File: config.mk
export PLATFORM = sky130hd
export DESIGN_NAME = spi_slave_driver_flat
export DESIGN_NICKNAME = d
export VERILOG_FILES = /design/src/rtl/spi_slave_driver_pkg.sv /design/src/rtl/spi_slave_driver_if.sv /design/src/rtl/spi_slave_driver_sync_edge.sv /design/src/rtl/spi_slave_driver.sv /design/src/flat_wrapper.sv
export SDC_FILE = /design/constraint.sdc
export NUM_CORES = 1
export LEC_CHECK = 0
export ABC_AREA = 1
export BUFFER_PORTS_ARGS = -buffer_cell sky130_fd_sc_hd__buf_2
export CAP_MARGIN = 15
export CORE_MARGIN = 1.5
export CORE_UTILIZATION = 45
export CTS_BUF_LIST = sky130_fd_sc_hd__clkbuf_16
export CTS_CLUSTER_SIZE = 28
export DETAILED_ROUTE_END_ITERATION = 16
export PLACE_DENSITY_LB_ADDON = 0.3
export SETUP_SLACK_MARGIN = 0.5
export SLEW_MARGIN = 20
export SYNTH_ARGS = -nofsm -noshare
export SYNTH_HDL_FRONTEND = slang
export SYNTH_SLANG_ARGS = --single-unit
export TNS_END_PERCENT = 50
File: constraint.sdc
create_clock -name clk_i -period 2.2 [get_ports clk_i]
set_input_delay 0.44 -clock clk_i [delete_from_list [all_inputs] [get_ports clk_i]]
set_output_delay 0.44 -clock clk_i [all_outputs]
set_load 0.02 [all_outputs]
File: src/rtl/spi_slave_driver_pkg.sv
`default_nettype none
// ============================================================================
//  Module      : spi_slave_driver_pkg
//  Description : Shared types and constants for the SPI slave (CPOL=0,
//                CPHA=0, LSB-first, 8-bit). Holds the FSM state encoding,
//                the data/bit-count widths and the input pipeline depth.
//  Config      : SPI_SLAVE_SYNC_EN defined   -> SYNC_LAT = 2 (async pins)
//                SPI_SLAVE_SYNC_EN undefined -> SYNC_LAT = 1 (same clk domain)
//  Revision    : 1.0  initial release
// ============================================================================
package spi_slave_driver_pkg;

    localparam int SPI_DATA_W    = 8;
    localparam int SPI_BIT_CNT_W = 3;

    // Bit index of the last bit in a byte; reaching it on a rise completes the byte.
    localparam logic [SPI_BIT_CNT_W-1:0] C_BIT_CNT_LAST = SPI_BIT_CNT_W'(SPI_DATA_W - 1);

`ifdef SPI_SLAVE_SYNC_EN
    localparam int SYNC_LAT = 2;
`else
    localparam int SYNC_LAT = 1;
`endif

    typedef enum logic [1:0] {
        ST_IDLE  = 2'd0,
        ST_LOAD  = 2'd1,
        ST_SHIFT = 2'd2
    } state_t;

endpackage
`default_nettype wire

File: src/rtl/spi_slave_driver_if.sv
`default_nettype none
// ============================================================================
//  Module      : spi_slave_driver_if
//  Description : SPI pin and byte-side signal bundle for spi_slave_driver.
//                slave  modport : seen from the SPI slave block
//                master modport : seen from the SPI master / bus side
//  Signals     : spi_cs_i, spi_sclk_i, spi_mosi_i, spi_miso_o (SPI pins)
//                tx_data_bi, tx_load_i, tx_ready_o (transmit holding reg)
//                rx_data_bo, rx_valid_o, busy_o (receive side / status)
//  Revision    : 1.0  initial release
// ============================================================================
interface spi_slave_driver_if;
    import spi_slave_driver_pkg::*;

    logic                  spi_cs_i;
    logic                  spi_sclk_i;
    logic                  spi_mosi_i;
    logic                  spi_miso_o;
    logic [SPI_DATA_W-1:0] tx_data_bi;
    logic                  tx_load_i;
    logic                  tx_ready_o;
    logic [SPI_DATA_W-1:0] rx_data_bo;
    logic                  rx_valid_o;
    logic                  busy_o;

    modport slave (
        input  spi_cs_i, spi_sclk_i, spi_mosi_i, tx_data_bi, tx_load_i,
        output spi_miso_o, tx_ready_o, rx_data_bo, rx_valid_o, busy_o
    );

    modport master (
        output spi_cs_i, spi_sclk_i, spi_mosi_i, tx_data_bi, tx_load_i,
        input  spi_miso_o, tx_ready_o, rx_data_bo, rx_valid_o, busy_o
    );

endinterface
`default_nettype wire

File: src/rtl/spi_slave_driver_sync_edge.sv
`default_nettype none
// ============================================================================
//  Module      : spi_slave_driver_sync_edge
//  Description : STAGES-deep register pipeline on one input bit plus an
//                extra register for rise/fall pulse detection.
//  Ports       : clk_i   in  system clock
//                rst_i   in  synchronous active-high reset
//                d_i     in  raw input
//                q_o     out pipelined input (STAGES clocks late)
//                rise_o  out 1-cycle pulse on 0->1 of q_o
//                fall_o  out 1-cycle pulse on 1->0 of q_o
//  Revision    : 1.0  initial release
// ============================================================================
module spi_slave_driver_sync_edge #(
    parameter int   STAGES  = 1,
    parameter logic RST_VAL = 1'b0
) (
    input  wire logic clk_i,
    input  wire logic rst_i,
    input  wire logic d_i,
    output logic      q_o,
    output logic      rise_o,
    output logic      fall_o
);

    logic [STAGES-1:0] r_sync;
    logic              r_prev;

    always_ff @(posedge clk_i) begin
        if (rst_i) begin
            r_sync <= {STAGES{RST_VAL}};
            r_prev <= RST_VAL;
        end else begin
            r_sync[0] <= d_i;
            for (int i = 1; i < STAGES; i++) begin
                r_sync[i] <= r_sync[i-1];
            end
            r_prev <= r_sync[STAGES-1];
        end
    end

    assign q_o    = r_sync[STAGES-1];
    assign rise_o =  r_sync[STAGES-1] & ~r_prev;
    assign fall_o = ~r_sync[STAGES-1] &  r_prev;

endmodule
`default_nettype wire

File: src/rtl/spi_slave_driver.sv
`default_nettype none
// ============================================================================
//  Module      : spi_slave_driver
//  Description : SPI slave, CPOL=0 CPHA=0, LSB-first, 8-bit frames.
//                Oversamples CS/SCLK/MOSI on clk_i, shifts in one byte per
//                8 SCLK rises and shifts out a preloaded byte (DEFAULT_TX on
//                underrun). Back-to-back bytes under one CS are supported.
//  Parameters  : DEFAULT_TX  byte sent when the holding register is empty
//  Ports       : clk_i  in  system clock
//                rst_i  in  synchronous active-high reset
//                bus    spi_slave_driver_if.slave (SPI pins, tx holding
//                       register load/ready, rx byte/valid, busy)
//  Config      : SPI_SLAVE_SYNC_EN selects 2-flop input synchronizers
//                (see spi_slave_driver_pkg); default is a single stage.
//  Revision    : 1.0  initial release
// ============================================================================
module spi_slave_driver
    import spi_slave_driver_pkg::*;
#(
    parameter logic [SPI_DATA_W-1:0] DEFAULT_TX = 8'hFF
) (
    input  wire logic            clk_i,
    input  wire logic            rst_i,
    spi_slave_driver_if.slave    bus
);

    // ------------------------------------------------------------------
    // Input pipeline: CS, SCLK and MOSI all see SYNC_LAT stages so they
    // remain mutually aligned after sampling.
    // ------------------------------------------------------------------
    logic w_cs_s, w_cs_rise, w_cs_fall;
    logic w_sclk_s, w_sclk_rise, w_sclk_fall;
    logic w_mosi_s;

    // CS resets high (deselected) so releasing reset never looks like a frame start.
    spi_slave_driver_sync_edge #(
        .STAGES  (SYNC_LAT),
        .RST_VAL (1'b1)
    ) u_cs_sync (
        .clk_i  (clk_i),
        .rst_i  (rst_i),
        .d_i    (bus.spi_cs_i),
        .q_o    (w_cs_s),
        .rise_o (w_cs_rise),
        .fall_o (w_cs_fall)
    );

    spi_slave_driver_sync_edge #(
        .STAGES  (SYNC_LAT),
        .RST_VAL (1'b0)
    ) u_sclk_sync (
        .clk_i  (clk_i),
        .rst_i  (rst_i),
        .d_i    (bus.spi_sclk_i),
        .q_o    (w_sclk_s),
        .rise_o (w_sclk_rise),
        .fall_o (w_sclk_fall)
    );

    // MOSI needs no edge detect, only the same delay as the other two pins.
    logic [SYNC_LAT-1:0] r_mosi_dly;

    always_ff @(posedge clk_i) begin
        if (rst_i) begin
            r_mosi_dly <= '0;
        end else begin
            r_mosi_dly[0] <= bus.spi_mosi_i;
            for (int i = 1; i < SYNC_LAT; i++) begin
                r_mosi_dly[i] <= r_mosi_dly[i-1];
            end
        end
    end

    assign w_mosi_s = r_mosi_dly[SYNC_LAT-1];

    // ------------------------------------------------------------------
    // Byte engine
    // ------------------------------------------------------------------
    state_t                   r_state;
    logic [SPI_BIT_CNT_W-1:0] r_bit_cnt;
    logic [SPI_DATA_W-1:0]    r_shift_tx;
    logic [SPI_DATA_W-1:0]    r_rx_shift;
    logic [SPI_DATA_W-1:0]    r_rx_data;
    logic                     r_rx_valid;
    logic [SPI_DATA_W-1:0]    r_hold;
    logic                     r_tx_ready;

    logic [SPI_DATA_W-1:0]    w_rx_byte;
    logic                     w_consume;

    assign w_rx_byte = {w_mosi_s, r_rx_shift[SPI_DATA_W-1:1]};

    // A CS rise cancels the LOAD, so the holding register is only drained
    // when the frame is still active.
    assign w_consume = (r_state == ST_LOAD) && !w_cs_rise;

    always_ff @(posedge clk_i) begin
        if (rst_i) begin
            r_state    <= ST_IDLE;
            r_bit_cnt  <= '0;
            r_shift_tx <= '0;
            r_rx_shift <= '0;
            r_rx_data  <= '0;
            r_rx_valid <= 1'b0;
            r_hold     <= '0;
            r_tx_ready <= 1'b1;
        end else begin
            r_rx_valid <= 1'b0;

            // Holding register: a new load always wins over the consume,
            // so a load coincident with LOAD leaves the register full.
            if (bus.tx_load_i) begin
                r_hold     <= bus.tx_data_bi;
                r_tx_ready <= 1'b0;
            end else if (w_consume) begin
                r_tx_ready <= 1'b1;
            end

            if (w_cs_rise) begin
                // Deselect aborts any partial byte without reporting it.
                r_state   <= ST_IDLE;
                r_bit_cnt <= '0;
            end else begin
                unique case (r_state)
                    ST_IDLE: begin
                        if (w_cs_fall) begin
                            r_state <= ST_LOAD;
                        end
                    end
                    ST_LOAD: begin
                        // r_hold here is the pre-load content, even if a
                        // load arrives this same cycle.
                        r_shift_tx <= r_tx_ready ? DEFAULT_TX : r_hold;
                        r_bit_cnt  <= '0;
                        r_state    <= ST_SHIFT;
                    end
                    ST_SHIFT: begin
                        if (w_sclk_rise) begin
                            r_rx_shift <= w_rx_byte;
                            r_shift_tx <= r_shift_tx >> 1;
                            r_bit_cnt  <= r_bit_cnt + 1'b1;
                            if (r_bit_cnt == C_BIT_CNT_LAST) begin
                                r_rx_data  <= w_rx_byte;
                                r_rx_valid <= 1'b1;
                                // Reload immediately so the next byte's bit0
                                // is on MISO before the next rise.
                                r_state    <= ST_LOAD;
                            end
                        end
                    end
                    default: begin
                        r_state <= ST_IDLE;
                    end
                endcase
            end
        end
    end

    // MISO advances right after each sampled rise; the master captures it
    // on the clock it raises SCLK, so no falling-edge launch is needed.
    assign bus.spi_miso_o = ~w_cs_s & r_shift_tx[0];
    assign bus.tx_ready_o = r_tx_ready;
    assign bus.rx_data_bo = r_rx_data;
    assign bus.rx_valid_o = r_rx_valid;
    assign bus.busy_o     = ~w_cs_s & (r_bit_cnt != '0);

endmodule
`default_nettype wire

File: src/flat_wrapper.sv
// flat-port wrapper written by rule: the top's interface ports become plain ports
module spi_slave_driver_flat import spi_slave_driver_pkg::*;
#(
    parameter logic [SPI_DATA_W-1:0] DEFAULT_TX = 8'hFF
)
  (clk_i, rst_i, bus_spi_cs_i, bus_spi_sclk_i, bus_spi_mosi_i, bus_tx_data_bi, bus_tx_load_i, bus_spi_miso_o, bus_tx_ready_o, bus_rx_data_bo, bus_rx_valid_o, bus_busy_o);
  spi_slave_driver_if bus_i ();
  input  wire logic clk_i;
  input  wire logic rst_i;
  input wire logic [$bits(bus_i.spi_cs_i)-1:0] bus_spi_cs_i;
  input wire logic [$bits(bus_i.spi_sclk_i)-1:0] bus_spi_sclk_i;
  input wire logic [$bits(bus_i.spi_mosi_i)-1:0] bus_spi_mosi_i;
  input wire logic [$bits(bus_i.tx_data_bi)-1:0] bus_tx_data_bi;
  input wire logic [$bits(bus_i.tx_load_i)-1:0] bus_tx_load_i;
  output wire logic [$bits(bus_i.spi_miso_o)-1:0] bus_spi_miso_o;
  output wire logic [$bits(bus_i.tx_ready_o)-1:0] bus_tx_ready_o;
  output wire logic [$bits(bus_i.rx_data_bo)-1:0] bus_rx_data_bo;
  output wire logic [$bits(bus_i.rx_valid_o)-1:0] bus_rx_valid_o;
  output wire logic [$bits(bus_i.busy_o)-1:0] bus_busy_o;
  assign bus_i.spi_cs_i = bus_spi_cs_i;
  assign bus_i.spi_sclk_i = bus_spi_sclk_i;
  assign bus_i.spi_mosi_i = bus_spi_mosi_i;
  assign bus_i.tx_data_bi = bus_tx_data_bi;
  assign bus_i.tx_load_i = bus_tx_load_i;
  assign bus_spi_miso_o = bus_i.spi_miso_o;
  assign bus_tx_ready_o = bus_i.tx_ready_o;
  assign bus_rx_data_bo = bus_i.rx_data_bo;
  assign bus_rx_valid_o = bus_i.rx_valid_o;
  assign bus_busy_o = bus_i.busy_o;
  spi_slave_driver #(.DEFAULT_TX(DEFAULT_TX)) u_core (.clk_i(clk_i), .rst_i(rst_i), .bus(bus_i));
endmodule
==> results of run 1 <==
## area by class of cell
class | count | area share
Clock inverter | 3 | 0.00759
Clock buffer | 5 | 0.0584
Multi-Input combinational cell | 167 | 0.392
Tap cell | 50 | 0.0292
Timing Repair Buffer | 26 | 0.0619
Inverter | 28 | 0.0490
Sequential cell | 43 | 0.402
## cells by family (layout without fill, tap and decap cells)
group / Yosys count / after routing / synth area share
AND/OR/NAND/NOR: 116 / 116 / 0.287
AO/OA/AOI/OAI: 44 / 44 / 0.119
flip-flops: 43 / 43 / 0.465
buffers and inverters: 35 / 62 / 0.0812
adder cells (fa/ha/maj): 7 / 7 / 0.0474
## synth_stat cells, drive strengths merged
cell type / number / area share
buf: 5 / 0.020
o21ai: 23 / 0.062
ha: 7 / 0.047
dfxtp: 43 / 0.47
or2: 3 / 0.010
nand4: 2 / 0.0068
clkbuf: 2 / 0.0041
inv: 27 / 0.055
nand2: 47 / 0.10
a21oi: 21 / 0.057
nor2: 39 / 0.092
nand3: 24 / 0.072
clkinv: 1 / 0.0020
nor3: 1 / 0.0027
## metal layers
| layer | wire (um) | track usage | share of wire | up-vias |
|---|---|---|---|---|
| met5 | 0 | 0 | 0 | - |
| met4 | 69 | 0.0791 | 0.019 | 0 |
| met3 | 121 | 0.0507 | 0.034 | 6 |
| met2 | 1520 | 0.272 | 0.43 | 26 |
| met1 | 1830 | 0.249 | 0.52 | 684 |
| li1 | - | - | - | 837 |
## where the power goes
group | switching (mW) | total (mW) | internal (mW)
sequential | 0.0375 | 0.900 | 0.862
combinational | 0.335 | 0.514 | 0.179
clock | 0.289 | 0.703 | 0.414
total | 0.662 | 2.12 | 1.45
## state kept, by name (all words and copies together), names as in the netlist
signal / cells
u_core.bus.tx_ready_o: 1
u_core.r_bit_cnt: 3
u_core.u_cs_sync.q_o: 1
u_core.u_sclk_sync.q_o: 1
u_core.u_sclk_sync.r_prev: 1
u_core.r_rx_shift: 7
u_core.r_mosi_dly: 1
u_core.bus.rx_data_bo: 8
u_core.r_shift_tx: 8
u_core.u_cs_sync.r_prev: 1
u_core.r_state: 2
u_core.r_hold: 8
u_core.bus.rx_valid_o: 1
## worst max path at each step
| stage | start | end | slack (ps) |
|---|---|---|---|
| 3_3_place_gp | u_core.r_state[0] | u_core.r_shift_tx[6] | 660 |
| 4_1_cts | u_core.r_state[0] | u_core.r_shift_tx[2] | 540 |
| 5_1_grt | u_core.r_bit_cnt[0] | bus_busy_o | 480 |
| 2_1_floorplan | u_core.r_bit_cnt[0] | bus_busy_o | 830 |
| 3_5_place_dp | u_core.r_state[0] | u_core.r_shift_tx[2] | 580 |
| 6_report | u_core.r_bit_cnt[0] | bus_busy_o | 550 |
==> results_dict.tcl, run 1 <==
set metrics [dict create \
    timing.reg2reg.setup_slack_ps 750 \
    period_needed_ps 1650 \
    hold_path.class "in2reg" \
    final_cell_mix "43 x nand2_1, 43 x dfxtp_1, 37 x nor2_1" \
    max_cap_violations 0 \
    crit_cells 4 \
    postPlaceCellArea_mm2 0.00200 \
    syn_nets 266 \
    setup_ws_ps 554 \
    max-vdd-ir-drop_mv 0.628 \
    whs_ps 334 \
    dp_slack_ps 575 \
    ctsResizeCount 0 \
    max_stage_delay_ps 360 \
    gp_congestion 0.820 \
    ff_latch_area_um2 861 \
    initial_core_util 0.466 \
    clock_path_buffers 2 \
    rsz0062_at_grt "true" \
    critPathTopFamily "flip-flops" \
    drc_errors 0 \
    clk_pin_slew_ps 60 \
    finalInstanceArea_mm2 0.00214 \
    crit_chain "inv_1 -> ha_1 -> a21oi_1 -> buf_2" \
    antenna_left 0 \
    ys_types 22 \
    synth_area_mm2 0.00185 \
    syn_area_per_cell_um2 7.55 \
    cts_htree_levels 2 \
    multi_input_area_um2 841 \
    holdBufCountCts 0 \
    hpwl_um 2380 \
    grt_pass1_wl_um 6230 \
    max_freq_mhz 608 \
    first_iter_violations 59 \
    fin_crit_sh 0.748 \
    seq_area_frac_synth 0.465 \
    powerDensity_mw_per_mm2 988 \
    required_ps 1760 \
    num_rows 23 \
    worstReg2RegEnd "u_core.r_shift_tx[2]" \
    first_global_vias 1409 \
    stdcell_count 322 \
    status "complete, no violations" \
    root_buffer "clkbuf_16" \
    cts_tree "yes" \
    drive_above_1_share 0.173 \
    fp.dieH_um 67.1 \
    syn_inst 245 \
    setup_viol 0 \
    grtUsageTotal 0.184 \
    grt_max_degree 23 \
    hold_depth 2 \
    power.leakage_nw 0.948 \
    placed_cells 314 \
    cts_setup_buffers 0 \
    core-area_mm2 0.00397 \
    wire_per_inst_um 11.0 \
    r2r_start "u_core.r_state[0]" \
    die_area_mm2 0.00450 \
    clkLatencyLatePin_ps 280 \
    worstPathArrival_ps 1210 \
    tns_ps 0 \
    crit_buf_inv 2 \
    cp_max_fo 3 \
    drtPass1Iterations 4 \
    routed_wl_um 3550 \
    slew_headroom 0.688 \
    nets 292 \
    drv_slew 0 \
    die_w_um 67.1 \
    area_growth_pct 15.9 \
    cts_sinks 43 \
    portBuffers 25 \
    antenna_found_initial 0 \
    ys.warnings.count 0 \
    vias 1553 \
    final-hold-violation-count 0 \
    gr-total-overflow 0 \
    slowest_stage "dfxtp_1" \
    numCtsBuffers 5 \
    worst_clock_skew_ps 5.52 \
    n_fill_cell 403 \
    min_from "bus_spi_cs_i" \
    reg2regPathDepth 7 \
    end_kind "output port" \
    insertedDiodeCount 0 \
    worst_pin_slew_ps 468 \
    hold_path_end "u_core.u_cs_sync.q_o" \
    total_power_mw 2.12 \
    vias_per_cell 4.82 \
    crit_type "reg2out" \
    critPathLaunchType "flop" \
    synth_seq_cells 43 \
    fin_util 0.540 \
    io_pins 26 \
]
Note: power is estimated with default switching activity, not from simulation.
==> inputs of run 2 (changes only) <==
==> constraint.sdc (replaced) <==
create_clock -name clk_i -period 1.6 [get_ports clk_i]
set_input_delay 0.32 -clock clk_i [delete_from_list [all_inputs] [get_ports clk_i]]
set_output_delay 0.32 -clock clk_i [all_outputs]
set_load 0.02 [all_outputs]
==> run 2 against run 1 <==
Combinational power is 110% higher. Wire length is 21% higher. Worst hold slack worse by 100 ps. Critical path depth stayed put. Critical path type unchanged. Critical endpoint unchanged. Largest cell class is now multi-input gates. Largest power group unchanged.
==> results_dict.tcl, run 2 (synthesized netlist as in run 1, its figures left out) <==
set metrics [dict create \
    clkLatencyLatePin_ps 290 \
    setup_viol 0 \
    io_pins 26 \
    fin_crit_sh 0.860 \
    worstReg2RegEnd "u_core.bus.rx_data_bo[6]" \
    powerDensity_mw_per_mm2 1280 \
    clock_path_buffers 2 \
    insertedDiodeCount 0 \
    critPathLaunchType "flop" \
    tns_ps 0 \
    grt_pass1_wl_um 6510 \
    numCtsBuffers 5 \
    hold_depth 2 \
    hold_path_end "u_core.u_cs_sync.q_o" \
    n_fill_cell 334 \
    status "complete, no violations" \
    cts_htree_levels 2 \
    portBuffers 25 \
    antenna_left 0 \
    period_needed_ps 1380 \
    worst_pin_slew_ps 491 \
    dp_slack_ps 367 \
    drive_above_1_share 0.400 \
    max_cap_violations 0 \
    reg2regPathDepth 7 \
    initial_core_util 0.466 \
    hpwl_um 2580 \
    worst_clock_skew_ps 3.96 \
    timing.reg2reg.setup_slack_ps 280 \
    slew_headroom 0.672 \
    antenna_found_initial 0 \
    setup_ws_ps 224 \
    die_area_mm2 0.00450 \
    drtPass1Iterations 6 \
    multi_input_area_mm2 0.00112 \
    slowest_stage "dfxtp_2" \
    drc_errors 0 \
    cp_max_fo 2 \
    clk_pin_slew_ps 60 \
    final-hold-violation-count 0 \
    gp_congestion 0.791 \
    final_common_cell "nor2_1" \
    min_from "bus_spi_cs_i" \
    ff_latch_area_um2 878 \
    grt_max_degree 18 \
    cts_sinks 43 \
    grtUsageTotal 0.196 \
    hold_path.class "in2reg" \
    power.leakage_nw 1.06 \
    max-vdd-ir-drop_mv 0.606 \
    max_stage_delay_ps 340 \
    drv_slew 0 \
    crit_type "reg2out" \
    core-area_mm2 0.00397 \
    crit_chain "inv_2 -> ha_4 -> a21oi_4 -> buf_6" \
    final_cell_mix "36 x nor2_1, 35 x dfxtp_1, 29 x nand2_1" \
    fp.dieH_um 67.1 \
    worstPathArrival_ps 1060 \
    nets 305 \
    num_rows 23 \
    first_iter_violations 67 \
    die_w_um 67.1 \
    r2r_start "u_core.r_bit_cnt[0]" \
    cts_tree "yes" \
    whs_ps 233 \
    required_ps 1280 \
    rsz0062_at_grt "true" \
    root_buffer "clkbuf_16" \
    gr-total-overflow 0 \
    area_growth_pct 39.9 \
    first_global_vias 1541 \
    vias_per_cell 5.05 \
    end_kind "output port" \
    max_freq_mhz 727 \
    wire_per_inst_um 12.8 \
    vias 1692 \
    routed_wl_um 4290 \
]
[run 2: cell types whose count changed in the layout (fill, tap and decap cells not counted), moves of 6 or more]
cell     before  now
nand2_1      43   29
a21oi_1      21   11
buf_4         1   11
a21oi_2       0    9
nand2_2       3   12
dfxtp_1      43   35
inv_1        25   17
nand3_1      23   15
inv_4         0    7
nand3_2       0    7
ha_4          0    6
[run 2: power breakdown]
part	switching, mW	internal (mW)
clock	0.409	0.568
sequential	0.0680	1.19
combinational	0.644	0.432
[run 2: timing repair]
item	4_1_cts	5_1_grt
gates resized for setup	37	32
pin swaps	19	26
hold buffers	0	0
setup buffers	11	0
endpoints found under the setup margin	35	41
gates cloned	2	0
[run 2: per-layer routing]
layer  share of wire  up-vias  wire length [um]  GRT usage
met4           0.017        0                72     0.0995
met2            0.50       33              2160      0.342
met5               0        -                 0          0
met1            0.44      782              1890      0.224
li1                -      869                 -          -
met3           0.040        8               172     0.0422
[run 2: worst max path at each step]
stage                        start                   end  slack, ps
4_1_cts        u_core.r_bit_cnt[1]            bus_busy_o        240
3_3_place_gp   u_core.r_bit_cnt[0]            bus_busy_o        380
2_1_floorplan    u_core.r_state[1]  u_core.r_shift_tx[6]        470
5_1_grt        u_core.r_bit_cnt[0]            bus_busy_o        190
3_5_place_dp     u_core.r_state[0]  u_core.r_shift_tx[0]        370
6_report       u_core.r_bit_cnt[0]            bus_busy_o        220
[run 2: per-stage QoR]
step,cell area (um2),power [mW],cells,util
after floorplan,1940,1.96,245,-
final,2590,3.31,335,0.651
after global routing,2590,3.49,335,0.651
after detailed placement,2080,2.08,314,0.525
after global placement,2080,2.05,314,0.525
after CTS,2470,3.19,335,0.623
[run 2: final cells by class]
cell class,count,area share
repair inverters,1,0.00290
inverters,28,0.0484
repair buffers,37,0.0987
flip-flops and latches,43,0.340
clock inverters,3,0.00532
well taps,50,0.0242
multi-input cells,168,0.433
clock buffers,5,0.0484
[run 2: critical path: cells and delay by family (launching register included)]
| kind | cells | cell delay, ps |
|---|---|---|
| flops | 1 | 340 |
| buf+inv | 2 | 170 |
| compound gates | 1 | 110 |
| fa+ha+maj | 1 | 150 |
==> inputs of run 3 (changes only) <==
--- a/config.mk
+++ b/config.mk
@@ -5,7 +5,6 @@
 export SDC_FILE = /design/constraint.sdc
 export NUM_CORES = 1
 export LEC_CHECK = 0
-export ABC_AREA = 1
 export BUFFER_PORTS_ARGS = -buffer_cell sky130_fd_sc_hd__buf_2
 export CAP_MARGIN = 15
 export CORE_MARGIN = 1.5
==> run 3 against run 2 <==
Combinational power down 45%. Largest power group unchanged. Area after synthesis decreased by 4.1%. Fmax down 8.7%. Largest cell class unchanged.
==> results_dict.tcl, run 3 <==
set metrics [dict create \
    synth_ff_type "dfxtp_1" \
    synthTopCellsByCount "43 x dfxtp_1, 39 x nor2_1, 32 x mux2i_1, 10 x nand2_1, 7 x ha_1" \
    cts_htree_levels 2 \
    syn_area_per_cell_um2 9.53 \
    antenna_found_initial 0 \
    wire_per_inst_um 12.5 \
    seq_area_frac_synth 0.486 \
    worst_clock_skew_ps 2.89 \
    required_ps 1770 \
    startpoint "u_core.r_bit_cnt[1]" \
    antenna_left 0 \
    clk_pin_slew_ps 60 \
    worst_pin_slew_ps 410 \
    first_global_vias 1207 \
    r2r_start "u_core.r_bit_cnt[1]" \
    cts_sinks 43 \
    grtUsageTotal 0.161 \
    clkLatencyLatePin_ps 280 \
    drv_slew 0 \
    first_iter_violations 32 \
    hpwl_um 2100 \
    crit_type "reg2reg" \
    yosysMostFrequentCell "dfxtp_1" \
    rsz0062_at_grt "true" \
    setup_viol 0 \
    nets 239 \
    area_growth_pct 29.9 \
    critPathLaunchType "flop" \
    fp.dieH_um 65.8 \
    setup_ws_ps 93.7 \
    power.leakage_nw 0.902 \
    final-hold-violation-count 0 \
    synth_seq_cells 43 \
    drc_errors 0 \
    synth_area_mm2 0.00177 \
    core-area_mm2 0.00372 \
    initial_core_util 0.477 \
    intPower_mw 2.05 \
    routed_wl_um 3350 \
    root_buffer "clkbuf_16" \
    hold_path.class "in2reg" \
    vias 1362 \
    num_rows 22 \
    gp_congestion 0.828 \
    tns_ps 0 \
    final_cell_mix "39 x nor2_1, 36 x dfxtp_1, 31 x mux2i_1" \
    slew_headroom 0.727 \
    clock_power_share 0.342 \
    grt_pass1_wl_um 5310 \
    gr-total-overflow 0 \
    syn_nets 207 \
    yosysTopAreaCellShare 0.486 \
    insertedDiodeCount 0 \
    io_pins 26 \
    numCtsBuffers 5 \
    syn_inst 186 \
    p_sw_frac 0.264 \
    final_common_cell "nor2_1" \
    cts_tree "yes" \
    vias_per_cell 5.10 \
    ys_top_cells_by_area "dfxtp_1 49%, mux2i_1 18%, nor2_1 8.3%" \
    async_flop_share 0 \
    max_cap_violations 0 \
    powerDensity_mw_per_mm2 1210 \
    period_needed_ps 1510 \
    drive_above_1_share 0.333 \
    drtPass1Iterations 4 \
    ys_types 32 \
    grt_max_degree 24 \
    fin_crit_sh 0.941 \
    n_fill_cell 332 \
    end_kind "flop" \
    ys.warnings.count 0 \
    yosysTopAreaCell "dfxtp_1" \
    synth_edf_count 0 \
    portBuffers 25 \
    dp_slack_ps 30.4 \
    seqPwrFrac 0.444 \
    cp_max_fo 3 \
    min_from "bus_spi_cs_i" \
    worstPathArrival_ps 1680 \
    max_freq_mhz 664 \
    max-vdd-ir-drop_mv 0.951 \
    whs_ps 240 \
    clock_path_buffers 2 \
    die_w_um 65.8 \
    status "complete, no violations" \
    die_area_mm2 0.00433 \
    p_comb_frac 0.214 \
    p_switching_uw 736 \
]
[run 3: cell count changes after synthesis, moves of 15 or more]
cell / change
o21ai_0: -16
inv_1: -18
nand2_1: -33
nand3_1: -23
a21oi_1: -15
mux2i_1: +32
[run 3: cells by family after synthesis]
group,Yosys count,share of synthesized area
AO/OA/AOI/OAI,18,0.0614
adder cells (fa/ha/maj),7,0.0494
buffers and inverters,18,0.0430
flip-flops,43,0.486
multiplexers,32,0.181
AND/OR/NAND/NOR,68,0.180
[run 3: critical path, stage by stage (launching register included)]
cell	delay [ps]
dfxtp_4	360
ha_4	130
ha_4	130
inv_4	30
a222oi_1	330
buf_4	180
mux2i_1	170
nor2_1	60
[run 3: cell type report]
cell class	count	area [um2]	share of cell area
Multi-Input combinational cell	125	948	0.412
Timing Repair Buffer	36	239	0.104
Inverter	7	36.3	0.0158
Tap cell	48	60.1	0.0261
Clock buffer	5	125	0.0543
Clock inverter	3	15.0	0.00652
Sequential cell	43	880	0.382
[run 3: power by group through the flow]
stage	clock [mW]	combinational [mW]	sequential (mW)
2_1_floorplan	0	0.377	1.23
4_1_cts	0.978	0.556	1.23
5_1_grt	1.03	0.652	1.25
6_report	0.952	0.597	1.24
3_5_place_dp	0	0.438	1.25
3_3_place_gp	0	0.426	1.25
[run 3: through the flow]
step,util,instance area (um2),std cells,total power [mW]
after floorplan,-,1830,186,1.61
after global placement,0.541,2010,253,1.67
after detailed placement,0.541,2010,253,1.69
after CTS,0.608,2260,265,2.77
after global routing,0.620,2300,267,2.93
final,0.620,2300,267,2.79
[run 3: path summary, 6_finish.rpt]
check | slack (ps) | depth (start not counted) | end
setup / recovery | 90 | 7 | u_core.r_state[1]
hold reg to reg | 470 | 1 | u_core.u_sclk_sync.r_prev
setup reg to reg | 90 | 7 | u_core.r_state[1]
hold / removal | 240 | 2 | u_core.u_cs_sync.q_o
[run 3: repair_timing]
action / CTS / global route
resized for setup: 22 / 9
pin swaps: 7 / 7
endpoints found under the setup margin: 31 / 40
setup buffers: 4 / 2
hold endpoints to repair: 0 / 0
hold buffers: 0 / 0
[run 3: routing by layer]
layer	wire [um]	track usage
met1	1530	0.201
met5	0	0
met2	1620	0.253
met4	40	0.0703
met3	154	0.0545
